==> src/rtl/pwm_capture_pkg.sv <==
// pwm_capture shared types and constants.
// State encoding, default width and filter depth.
package pwm_capture_pkg;

    localparam int DEF_WIDTH  = 8;
    localparam int FILTER_LEN = 3;

    typedef enum logic [1:0] {
        IDLE    = 2'd0,
        MEASURE = 2'd1,
        STUCK   = 2'd2
    } state_t;

endpackage

==> src/rtl/pwm_sync_edge.sv <==
// pwm_sync_edge: 2-flop synchroniser, optional stability filter,
// polarity fix and rising-edge detect. Filter: PWM_CAPTURE_FILTER_EN.
import pwm_capture_pkg::*;

module pwm_sync_edge #(
    parameter int INVERT = 0
) (
    input  logic clk,
    input  logic reset,
    input  logic pwm_in,
    output logic s,
    output logic rise
);

    localparam logic INV = (INVERT != 0);

    logic sync1;
    logic sync2;
    logic s_d;

    // two-stage synchroniser for the asynchronous pin
    always_ff @(posedge clk) begin
        if (reset) begin
            sync1 <= 1'b0;
            sync2 <= 1'b0;
        end else begin
            sync1 <= pwm_in;
            sync2 <= sync1;
        end
    end

`ifdef PWM_CAPTURE_FILTER_EN
    logic [FILTER_LEN-2:0] hist;
    logic [FILTER_LEN-1:0] win;
    logic                  filt_q;
    logic                  filt;

    assign win  = {hist, sync2};
    assign filt = (&win)  ? 1'b1 :
                  (~|win) ? 1'b0 : filt_q;

    // sample history and held filter value
    always_ff @(posedge clk) begin
        if (reset) begin
            hist   <= '0;
            filt_q <= 1'b0;
        end else begin
            hist   <= {hist[FILTER_LEN-3:0], sync2};
            filt_q <= filt;
        end
    end

    assign s = filt ^ INV;
`else
    assign s = sync2 ^ INV;
`endif

    // previous sample for edge detection
    always_ff @(posedge clk) begin
        if (reset) begin
            s_d <= 1'b0;
        end else begin
            s_d <= s;
        end
    end

    assign rise = s & ~s_d;

endmodule

==> src/rtl/pwm_capture.sv <==
// pwm_capture: measures PWM high time and period in clk cycles.
// Optional input glitch filter: PWM_CAPTURE_FILTER_EN.
import pwm_capture_pkg::*;

module pwm_capture #(
    parameter int WIDTH  = DEF_WIDTH,
    parameter int INVERT = 0
) (
    input  logic             clk,
    input  logic             reset,
    input  logic             pwm_in,
    output logic [WIDTH-1:0] level,
    output logic [WIDTH:0]   period,
    output logic             level_valid,
    output logic             locked
);

    localparam logic [WIDTH:0] CNT_MAX = '1;
    localparam logic [WIDTH:0] LVL_MAX = {1'b0, {WIDTH{1'b1}}};

    logic             s;
    logic             rise;
    state_t           state;
    logic [WIDTH:0]   per_cnt;
    logic [WIDTH:0]   hi_cnt;
    logic [WIDTH:0]   per_inc;
    logic [WIDTH:0]   hi_inc;
    logic [WIDTH-1:0] lvl_sat;
    logic             timeout;

    pwm_sync_edge #(
        .INVERT (INVERT)
    ) u_sync (
        .clk    (clk),
        .reset  (reset),
        .pwm_in (pwm_in),
        .s      (s),
        .rise   (rise)
    );

    assign per_inc = (per_cnt == CNT_MAX) ? per_cnt : per_cnt + 1'b1;
    assign hi_inc  = (hi_cnt == CNT_MAX || !s) ? hi_cnt : hi_cnt + 1'b1;
    assign lvl_sat = (hi_cnt > LVL_MAX) ? '1 : hi_cnt[WIDTH-1:0];
    assign timeout = (per_cnt == CNT_MAX);

    // edge-driven FSM with period/high counters and registered outputs
    always_ff @(posedge clk) begin
        if (reset) begin
            state       <= IDLE;
            per_cnt     <= '0;
            hi_cnt      <= '0;
            level       <= '0;
            period      <= '0;
            level_valid <= 1'b0;
            locked      <= 1'b0;
        end else begin
            level_valid <= 1'b0;
            per_cnt     <= per_inc;
            hi_cnt      <= hi_inc;
            case (state)
                IDLE, MEASURE: begin
                    if (rise) begin
                        if (state == MEASURE) begin
                            period      <= per_cnt;
                            level       <= lvl_sat;
                            level_valid <= 1'b1;
                        end
                        state   <= MEASURE;
                        locked  <= 1'b1;
                        per_cnt <= {{WIDTH{1'b0}}, 1'b1};
                        hi_cnt  <= {{WIDTH{1'b0}}, 1'b1};
                    end else if (timeout) begin
                        state       <= STUCK;
                        locked      <= 1'b0;
                        level       <= s ? '1 : '0;
                        period      <= '0;
                        level_valid <= 1'b1;
                    end
                end
                STUCK: begin
                    if (rise) begin
                        state   <= MEASURE;
                        locked  <= 1'b1;
                        per_cnt <= {{WIDTH{1'b0}}, 1'b1};
                        hi_cnt  <= {{WIDTH{1'b0}}, 1'b1};
                    end
                end
                default: begin
                    state  <= IDLE;
                    locked <= 1'b0;
                end
            endcase
        end
    end

endmodule

==> config.mk <==
export PLATFORM = sky130hd
export DESIGN_NAME = pwm_capture
export DESIGN_NICKNAME = d
export VERILOG_FILES = /design/src/rtl/pwm_capture_pkg.sv /design/src/rtl/pwm_sync_edge.sv /design/src/rtl/pwm_capture.sv
export SDC_FILE = /design/constraint.sdc
export NUM_CORES = 1
export LEC_CHECK = 0
export ABC_AREA = 1
export CAP_MARGIN = 5
export CORE_MARGIN = 5
export CORE_UTILIZATION = 50
export CTS_CLUSTER_DIAMETER = 30
export DETAILED_ROUTE_END_ITERATION = 7
export GPL_ROUTABILITY_DRIVEN = 0
export PLACE_DENSITY = 0.72
export SLEW_MARGIN = 20
export SYNTH_ARGS = -nofsm -noshare
export SYNTH_HDL_FRONTEND = slang
export SYNTH_SLANG_ARGS = --single-unit
==> constraint.sdc <==
create_clock -name clk -period 2.28 [get_ports clk]
set_input_delay 0.228 -clock clk [delete_from_list [all_inputs] [get_ports clk]]
set_output_delay 0.228 -clock clk [all_outputs]
set_load 0.05 [all_outputs]
==> results of run 1 <==
-- routing by layer --
layer | vias to the layer above | part of all wire [%]
met3 | 6 | 5.9
met4 | 0 | 1.5
met1 | 717 | 50
li1 | 848 | -
met2 | 40 | 43
met5 | - | 0
-- cell families after synthesis --
kind of cell | count (synthesis)
AO/OA/AOI/OAI | 29
XOR/XNOR | 3
adder cells (fa/ha/maj) | 4
buffers and inverters | 29
flip-flops | 41
AND/OR/NAND/NOR | 134
-- cell usage after synthesis (all sizes together), types with 2 or more instances --
| master | count | share of area, % |
|---|---|---|
| a21oi | 16 | 4.8 |
| a31oi | 2 | 0.65 |
| buf | 4 | 1.8 |
| dfxtp | 41 | 43 |
| ha | 4 | 2.6 |
| inv | 25 | 5.2 |
| nand2 | 53 | 12 |
| nand3 | 33 | 12 |
| nand4 | 10 | 4.0 |
| nor2 | 29 | 7.0 |
| nor3 | 5 | 1.6 |
| o21ai | 9 | 2.3 |
| or2 | 2 | 0.65 |
| xor2 | 2 | 0.91 |
-- path summary, 6_finish.rpt --
| check | depth (start not counted) | end |
|---|---|---|
| worst max-delay path | 10 | hi_cnt[3]$_SDFF_PP0_ |
| worst min-delay path | 2 | u_sync.s$_SDFF_PP0_ |
| worst max register to register | 10 | hi_cnt[3]$_SDFF_PP0_ |
| worst min register to register | 2 | u_sync.s$_SDFF_PP0_ |
-- worst max-delay path: stages (launching register included) --
cell,delay [ps]
sky130_fd_sc_hd__dfxtp_1,400
sky130_fd_sc_hd__nand3_1,170
sky130_fd_sc_hd__inv_1,90
sky130_fd_sc_hd__nand3_1,100
sky130_fd_sc_hd__nor3_1,260
sky130_fd_sc_hd__ha_1,230
sky130_fd_sc_hd__nor2_2,70
sky130_fd_sc_hd__inv_1,200
sky130_fd_sc_hd__nor3_1,90
sky130_fd_sc_hd__a21oi_1,130
sky130_fd_sc_hd__o21a_1,130
-- layout make-up --
class / count / area (um2) / area share [%]
multi-input cells: 170 / 962.2 / 42.07
flip-flops and latches: 41 / 820.8 / 35.89
repair buffers: 23 / 225.2 / 9.847
inverters: 25 / 98.84 / 4.322
clock buffers: 6 / 82.58 / 3.611
well taps: 48 / 60.06 / 2.626
clock inverters: 2 / 37.54 / 1.641
-- stage by stage --
stage	instances	power [mW]	utilization [%]	instance area (um2)	hold WS (ps)
detailed placement	307	0.8250	58.75	2167	396.8
global route	315	1.469	62.01	2287	435.3
floorplan	240	0.8028	-	1917	297.1
finish	315	1.419	62.01	2287	405.9
CTS	315	1.431	62.01	2287	407.9
global placement	307	0.8241	58.75	2167	391.1
-- sequential cells by signal, indices dropped and copies added (netlist names) --
name / cells
period: 9
u_sync.sync1: 1
u_sync.s: 1
per_cnt: 9
level: 8
hi_cnt: 9
state: 2
u_sync.s_d: 1
level_valid: 1
-- power by group through the flow --
stage	logic [mW]	registers, mW	clock network [mW]
floorplan	0.0480	0.755	0
global placement	0.0699	0.754	0
detailed placement	0.0703	0.755	0
CTS	0.0706	0.738	0.623
global route	0.0767	0.740	0.653
finish	0.0706	0.738	0.611
==> implementation parameters, run 1 <==
Parameter                              Value

Floorplan
  Initial core utilization ... 51.97%
  Core outline area ... about 3700 um2
  Standard-cell rows ... 22
  Full die area ... roughly 5200 um2
  Vertical extent of the die ... approximately 72 um
  I/O pin count ... 22
  Die Width ... 71.92 um

Synth
  Number of synthesis warnings ... 0
  Synthesized-area fraction occupied by ao, oa, aoi and oai cells ... about 8.6%
  Number of instances in the synthesized netlist ... 240
  Largest family of logic cells by synthesized area ... simple AND/OR/NAND/NOR gates
  Number of flops mapped to enable cells by yosys ... 0
  XOR/XNOR share of the synthesized area ... about 1.4%
  Ys flop type ... sky130_fd_sc_hd__dfxtp_1
  Number of nets in the synthesized netlist ... between 200 and 250
  Share of synthesized registers carrying an async set or reset ... 0%
  Distinct cells, synth ... 33
  Simple logic cell fraction of the synthesized area ... between 30% and 40%
  Count of state elements after synthesis ... between 40 and 50
  Summed instance area of the synthesized netlist ... between 1500 and 2000 um2
  Synth Area per Inst ... between 7 and 8 um2
  Share of synthesized area occupied by flip-flops and latches ... roughly 43%
  Mux share of post-synthesis cell area ... 0%
  Synthesized-area fraction occupied by adder cells ... about 2.6%

Routing
  Vias per cell ... 5.114
  DR iter-0 viols ... 100
  Average wire per standard cell ... 12.10 um
  Number of remaining DRC errors ... 0
  Wire length after detailed routing ... around 3800 um
  Router iterations before antenna repair ... 4
  Via count of the routed design ... between 1.5k and 2k
  Post-route antenna net violation count ... 0

STA
  Measured slew at the worst slew-check pin ... 504.7 ps
  Final critical delay including setup and external delays ... 1928 ps
  Final Slew Violations ... 0
  Final critical-path share of the clock period ... a little over four fifths
  Worst relative slew slack ... roughly two thirds
  Max Clock Skew ... 5.923 ps
  Count of final hold-check violations ... 0
  Max Clock Freq ... ~520 MHz
  Final total negative setup slack ... 0 ps
  Post-route worst setup slack ... ~350 ps
  RSZ-0062 raised after global routing ... false
  Endpoints failing setup ... 0

Power and ir drop
  PwrDens ... 620.6 nW/um2
  Switching Share ... 22.19%
  Logic gate share of total power ... approximately 5.0%
  Reg power frac ... between 50% and 60%
  Internal Power ... about 1.1 mW
  Switching power ... between 0.3 and 0.4 mW
  Standby leakage power ... between 0.9 and 1 nW
  Worst IR drop on VDD ... 0.0003362 V
  Power share of the clock group ... a little over two fifths

Run status
  Run status ... finished clean

Layout
  Highest-count cells in the layout ignoring fill and taps ... sky130_fd_sc_hd__nand2_1 (48), sky130_fd_sc_hd__dfxtp_1 (41), sky130_fd_sc_hd__nor2_1 (25), sky130_fd_sc_hd__inv_1 (22), sky130_fd_sc_hd__nand3_1 (22)
  Commonest non-fill, non-tap cell in the layout ... sky130_fd_sc_hd__nand2_1
  Number of antenna repair diodes ... 0
  Number of fill cells in the layout ... between 300 and 400
  Final nets ... about 270
  Synthesis-to-finish area growth ... 19.32%
  Share of final-layout standard cells stronger than drive strength 1 ... roughly 14%

Clocking
  TritonCTS clock tree ... built
  Max Root-Sink Buffers ... 2
  Clock insertion delay at the later pin of the skew report ... 300 ps
  CTS clk-pin slew, worst paths ... around 80 ps
  Buffer type at the clock tree root ... sky130_fd_sc_hd__clkbuf_8
  TritonCTS sink count ... 41
  # H-tree levels ... 2
  Post_cts resized ... 0
  Cts bufs inserted ... 5
  Hold buffers post-CTS ... 0
  Setup Buffers After CTS ... 0

Placement
  Buffers on Ports ... 21
  DP Worst Slack ... about 460 ps
  HPWL Detailed ... between 2000 and 3000 um

Global routing
  Global-route met3 utilization ... around 4.4%
  Met2 capacity usage during global routing ... a little under a quarter
  Antenna violations before repair ... 0
  Vias in the first global route ... 1,338
  Total global routing overflow ... 0
  GRT Util Overall ... between 10% and 20%
  GR Util met1 ... between 20 and 25%
  Global-route wire length before repair ... approximately 6400 um
  Pin count of the biggest net entering global routing ... 18
  Busiest layer in global routing ... met2

Setup path
  Top fanout value on the critical path ... 8
  Endpoint type of the worst setup path ... register
  Endpoint arrival time on the critical path ... 2170 ps
  Data required, critical path ... 2520 ps
  Internal reg-to-reg setup slack ... around 350 ps
  Worst setup startpoint ... hi_cnt[3]$_SDFF_PP0_
  Worst setup path class ... reg2reg
  Reg-to-reg critical path startpoint ... hi_cnt[3]$_SDFF_PP0_
  Nature of the critical path startpoint ... register

Run
  Number of maximum-capacitance constraint violations ... 0

Worst hold path
  Worst Min Path Start ... u_sync.sync1$_SDFF_PP0_
  Classification of the worst-slack hold path ... reg2reg
Note: power is estimated with default switching activity, not from simulation.
==> run 2: changes to the inputs <==
==> constraint.sdc (replaced) <==
create_clock -name clk -period 1.8 [get_ports clk]
set_input_delay 0.18 -clock clk [delete_from_list [all_inputs] [get_ports clk]]
set_output_delay 0.18 -clock clk [all_outputs]
set_load 0.05 [all_outputs]
==> run 2 against run 1 <==
  * Design area is 1.8% higher
  * Largest cell class unchanged
  * Sequential share of layout area shrank 0.19 points
  * Via count is 1.1% higher
  * Core utilization grew 1.1 points
  * Highest routed layer unchanged
  * Final cell count up 1.3%
  * First-iteration DRC count decreased by 8.0%
==> implementation parameters, run 2 (synthesized netlist as in run 1, its figures left out) <==
Parameter                              Value

Layout
  Share of final-layout standard cells stronger than drive strength 1 ... 19.56% (+5.7 points)
  Number of antenna repair diodes ... 0 (unchanged)
  Highest-count cells in the layout ignoring fill and taps ... sky130_fd_sc_hd__nand2_1 (47), sky130_fd_sc_hd__dfxtp_1 (37), sky130_fd_sc_hd__nor2_1 (25), sky130_fd_sc_hd__inv_1 (21), sky130_fd_sc_hd__nand3_1 (21)
  Commonest non-fill, non-tap cell in the layout ... sky130_fd_sc_hd__nand2_1
  Largest registers ranked by flip-flop count ... hi_cnt: 9 flops, per_cnt: 9 flops, period: 9 flops
  Post-Layout Cell Count ... 319 (+1.3%)
  Final nets ... 277 (+1.5%)
  Post-Layout Inst Area ... 2327 um2 (+1.8%)
  Synthesis-to-finish area growth ... 21.41%

STA
  Final critical-path share of the clock period ... 95.95% (+11 points)
  Worst relative slew slack ... 66.56% (+0.31 points)
  Measured slew at the worst slew-check pin ... 500.0 ps (-4.648 ps)
  Count of final hold-check violations ... 0 (unchanged)
  Final critical delay including setup and external delays ... 1727 ps (-200.8 ps)
  Endpoints failing setup ... 0 (unchanged)
  Final Slew Violations ... 0 (unchanged)
  Max Clock Skew ... 7.226 ps (+1.303 ps)
  Max Clock Freq ... 579.0 MHz (+12%)

Routing
  Via count of the routed design ... 1,629 (+1.1%)
  DR iter-0 viols ... 92 (-8.0%)
  Average wire per standard cell ... 12.44 um (+2.8%)
  Post-route antenna net violation count ... 0 (unchanged)
  Router iterations before antenna repair ... 4 (unchanged)
  Vias per cell ... 5.107 (-0.15%)
  Number of remaining DRC errors ... 0 (unchanged)
  Wire length after detailed routing ... 3967 um (+4.1%)

Setup path
  List of cells traversed by the critical path ... ha_1 > nand3_2 > nor3_2 > ha_2 > nor2_4 > inv_4 > nor3_4 > o21ai_0 > a21oi_1
  Cell count of the worst reg-to-reg path ... 9 (-1)
  Delay of the slowest cell on the worst path ... 370 ps (-30 ps)
  Worst setup path class ... reg2reg
  Crit path depth ... 9 (-1)
  Standard cell with the maximum stage delay on the critical path ... sky130_fd_sc_hd__dfxtp_4
  Kind of cell adding the most delay to the critical path ... simple AND/OR/NAND/NOR gates
  Endpoint type of the worst setup path ... register
  Buffers plus inverters on the worst setup path ... 1 (-1)
  Nature of the critical path startpoint ... register
  Top fanout value on the critical path ... 8 (unchanged)
  Endpoint arrival time on the critical path ... 1900 ps (-270 ps)
  Data required, critical path ... 1980 ps (-540 ps)

Global routing
  Busiest layer in global routing ... met2
  Antenna violations before repair ... 0 (unchanged)
  Pin count of the biggest net entering global routing ... 18 (unchanged)
  Met2 capacity usage during global routing ... 24.90% (+1.9 points)
  GRT Util Overall ... 16.67% (+1.1 points)
  Global-route wire length before repair ... 6810 um (+7.2%)
  Total global routing overflow ... 0 (unchanged)
  GR Util met1 ... 22.87% (+1.4 points)
  Global-route met3 utilization ... 3.463% (-0.97 points)
  Vias in the first global route ... 1,457 (+8.9%)

Floorplan
  Initial core utilization ... 51.97% (unchanged)
  Core outline area ... 3689 um2 (unchanged)
  Vertical extent of the die ... 71.92 um (unchanged)
  Die Width ... 71.92 um (unchanged)
  I/O pin count ... 22 (unchanged)
  Standard-cell rows ... 22 (unchanged)
  Full die area ... 5172 um2 (unchanged)

Power and ir drop
  Standby leakage power ... 0.9875 nW (+2.6%)
  Worst IR drop on VDD ... 0.0004588 V (+36%)
  PwrDens ... 690.1 nW/um2 (+11%)

Placement
  HPWL Detailed ... 2936 um (+5.0%)
  Post-detailed-placement cell area ... 2195 um2 (+1.3%)
  Buffers on Ports ... 21 (unchanged)
  Number of cells after detailed placement ... 311 (+1.3%)

Clocking
  # H-tree levels ... 2 (unchanged)
  Max Root-Sink Buffers ... 2 (unchanged)
  Buffer type at the clock tree root ... sky130_fd_sc_hd__clkbuf_8
  Cts bufs inserted ... 5 (unchanged)
  TritonCTS sink count ... 41 (unchanged)
  Clock insertion delay at the later pin of the skew report ... 290 ps (about the same)
  TritonCTS clock tree ... built
  Hold buffers post-CTS ... 0 (unchanged)
  CTS clk-pin slew, worst paths ... 80 ps (about the same)

Worst hold path
  Classification of the worst-slack hold path ... in2reg
  Hold Path Depth ... 3 (+1)

Run status
  Run status ... finished clean

Run
  Number of maximum-capacitance constraint violations ... 0 (unchanged)
## run 2: cell count changes in the layout (fill, tap and decap cells not counted), moves of 2 or more
cell and change:
sky130_fd_sc_hd__nor3_1 -2, sky130_fd_sc_hd__dfxtp_2 +2, sky130_fd_sc_hd__clkinv_2 +2, sky130_fd_sc_hd__ha_2 +2, sky130_fd_sc_hd__dfxtp_4 +2, sky130_fd_sc_hd__ha_1 -2
sky130_fd_sc_hd__dfxtp_1 -4, sky130_fd_sc_hd__buf_4 +5
## run 2: routing by layer
layer / routed length, um / vias to the layer above
li1: - / 855
met1: 1962 / 729
met2: 1735 / 34
met3: 162 / 11
met4: 106 / 0
met5: 0 / -
## run 2: repair_timing
action	4_1_cts	5_1_grt
endpoints found under the setup margin	4	15
gates resized for setup	3	14
endpoints found under the hold margin	0	0
pin swaps	0	3
buffers inserted	0	0
## run 2: path summary, 6_finish.rpt
check	slack, ps	endpoint	start
worst min register to register	410	u_sync.s$_SDFF_PP0_	u_sync.sync1$_SDFF_PP0_
worst max-delay path	70	hi_cnt[5]$_SDFF_PP0_	hi_cnt[0]$_SDFF_PP0_
worst max register to register	70	hi_cnt[5]$_SDFF_PP0_	hi_cnt[0]$_SDFF_PP0_
worst min-delay path	390	u_sync.sync1$_SDFF_PP0_	pwm_in
## run 2: final cells by class
class	instances	area (um2)
repair buffers	27	252.7
multi-input cells	170	999.7
fillers	337	1361
clock inverters	2	10.01
clock buffers	6	72.57
inverters	25	101.3
flip-flops and latches	41	830.8
well taps	48	60.06
## run 2: power breakdown
group / switching [mW] / internal, mW / leakage (nW)
Clock: 0.307 / 0.269 / 0.0450
Sequential: 0.0152 / 0.917 / 0.334
Combinational: 0.0638 / 0.0338 / 0.608
Total: 0.386 / 1.22 / 0.988
## run 2: metrics by stage
stage / power (mW) / setup TNS (ps) / hold slack, ps / setup WS, ps / utilization [%]
floorplan: 1.017 / 0 / 249.1 / 153.7 / -
global placement: 1.047 / 0 / 391.2 / 62.50 / 59.50
detailed placement: 1.049 / -62.49 / 399.9 / -37.30 / 59.50
CTS: 1.624 / 0 / 385.8 / 42.37 / 62.01
global route: 1.682 / -72.18 / 392.9 / -58.66 / 63.09
finish: 1.606 / 0 / 391.6 / 72.84 / 63.09
## run 2: worst register-to-register path, stage by stage (launching register included)
cell	delay [ps]
sky130_fd_sc_hd__dfxtp_4	370
sky130_fd_sc_hd__ha_1	210
sky130_fd_sc_hd__nand3_2	110
sky130_fd_sc_hd__nor3_2	260
sky130_fd_sc_hd__ha_2	230
sky130_fd_sc_hd__nor2_4	60
sky130_fd_sc_hd__inv_4	100
sky130_fd_sc_hd__nor3_4	50
sky130_fd_sc_hd__o21ai_0	160
sky130_fd_sc_hd__a21oi_1	60
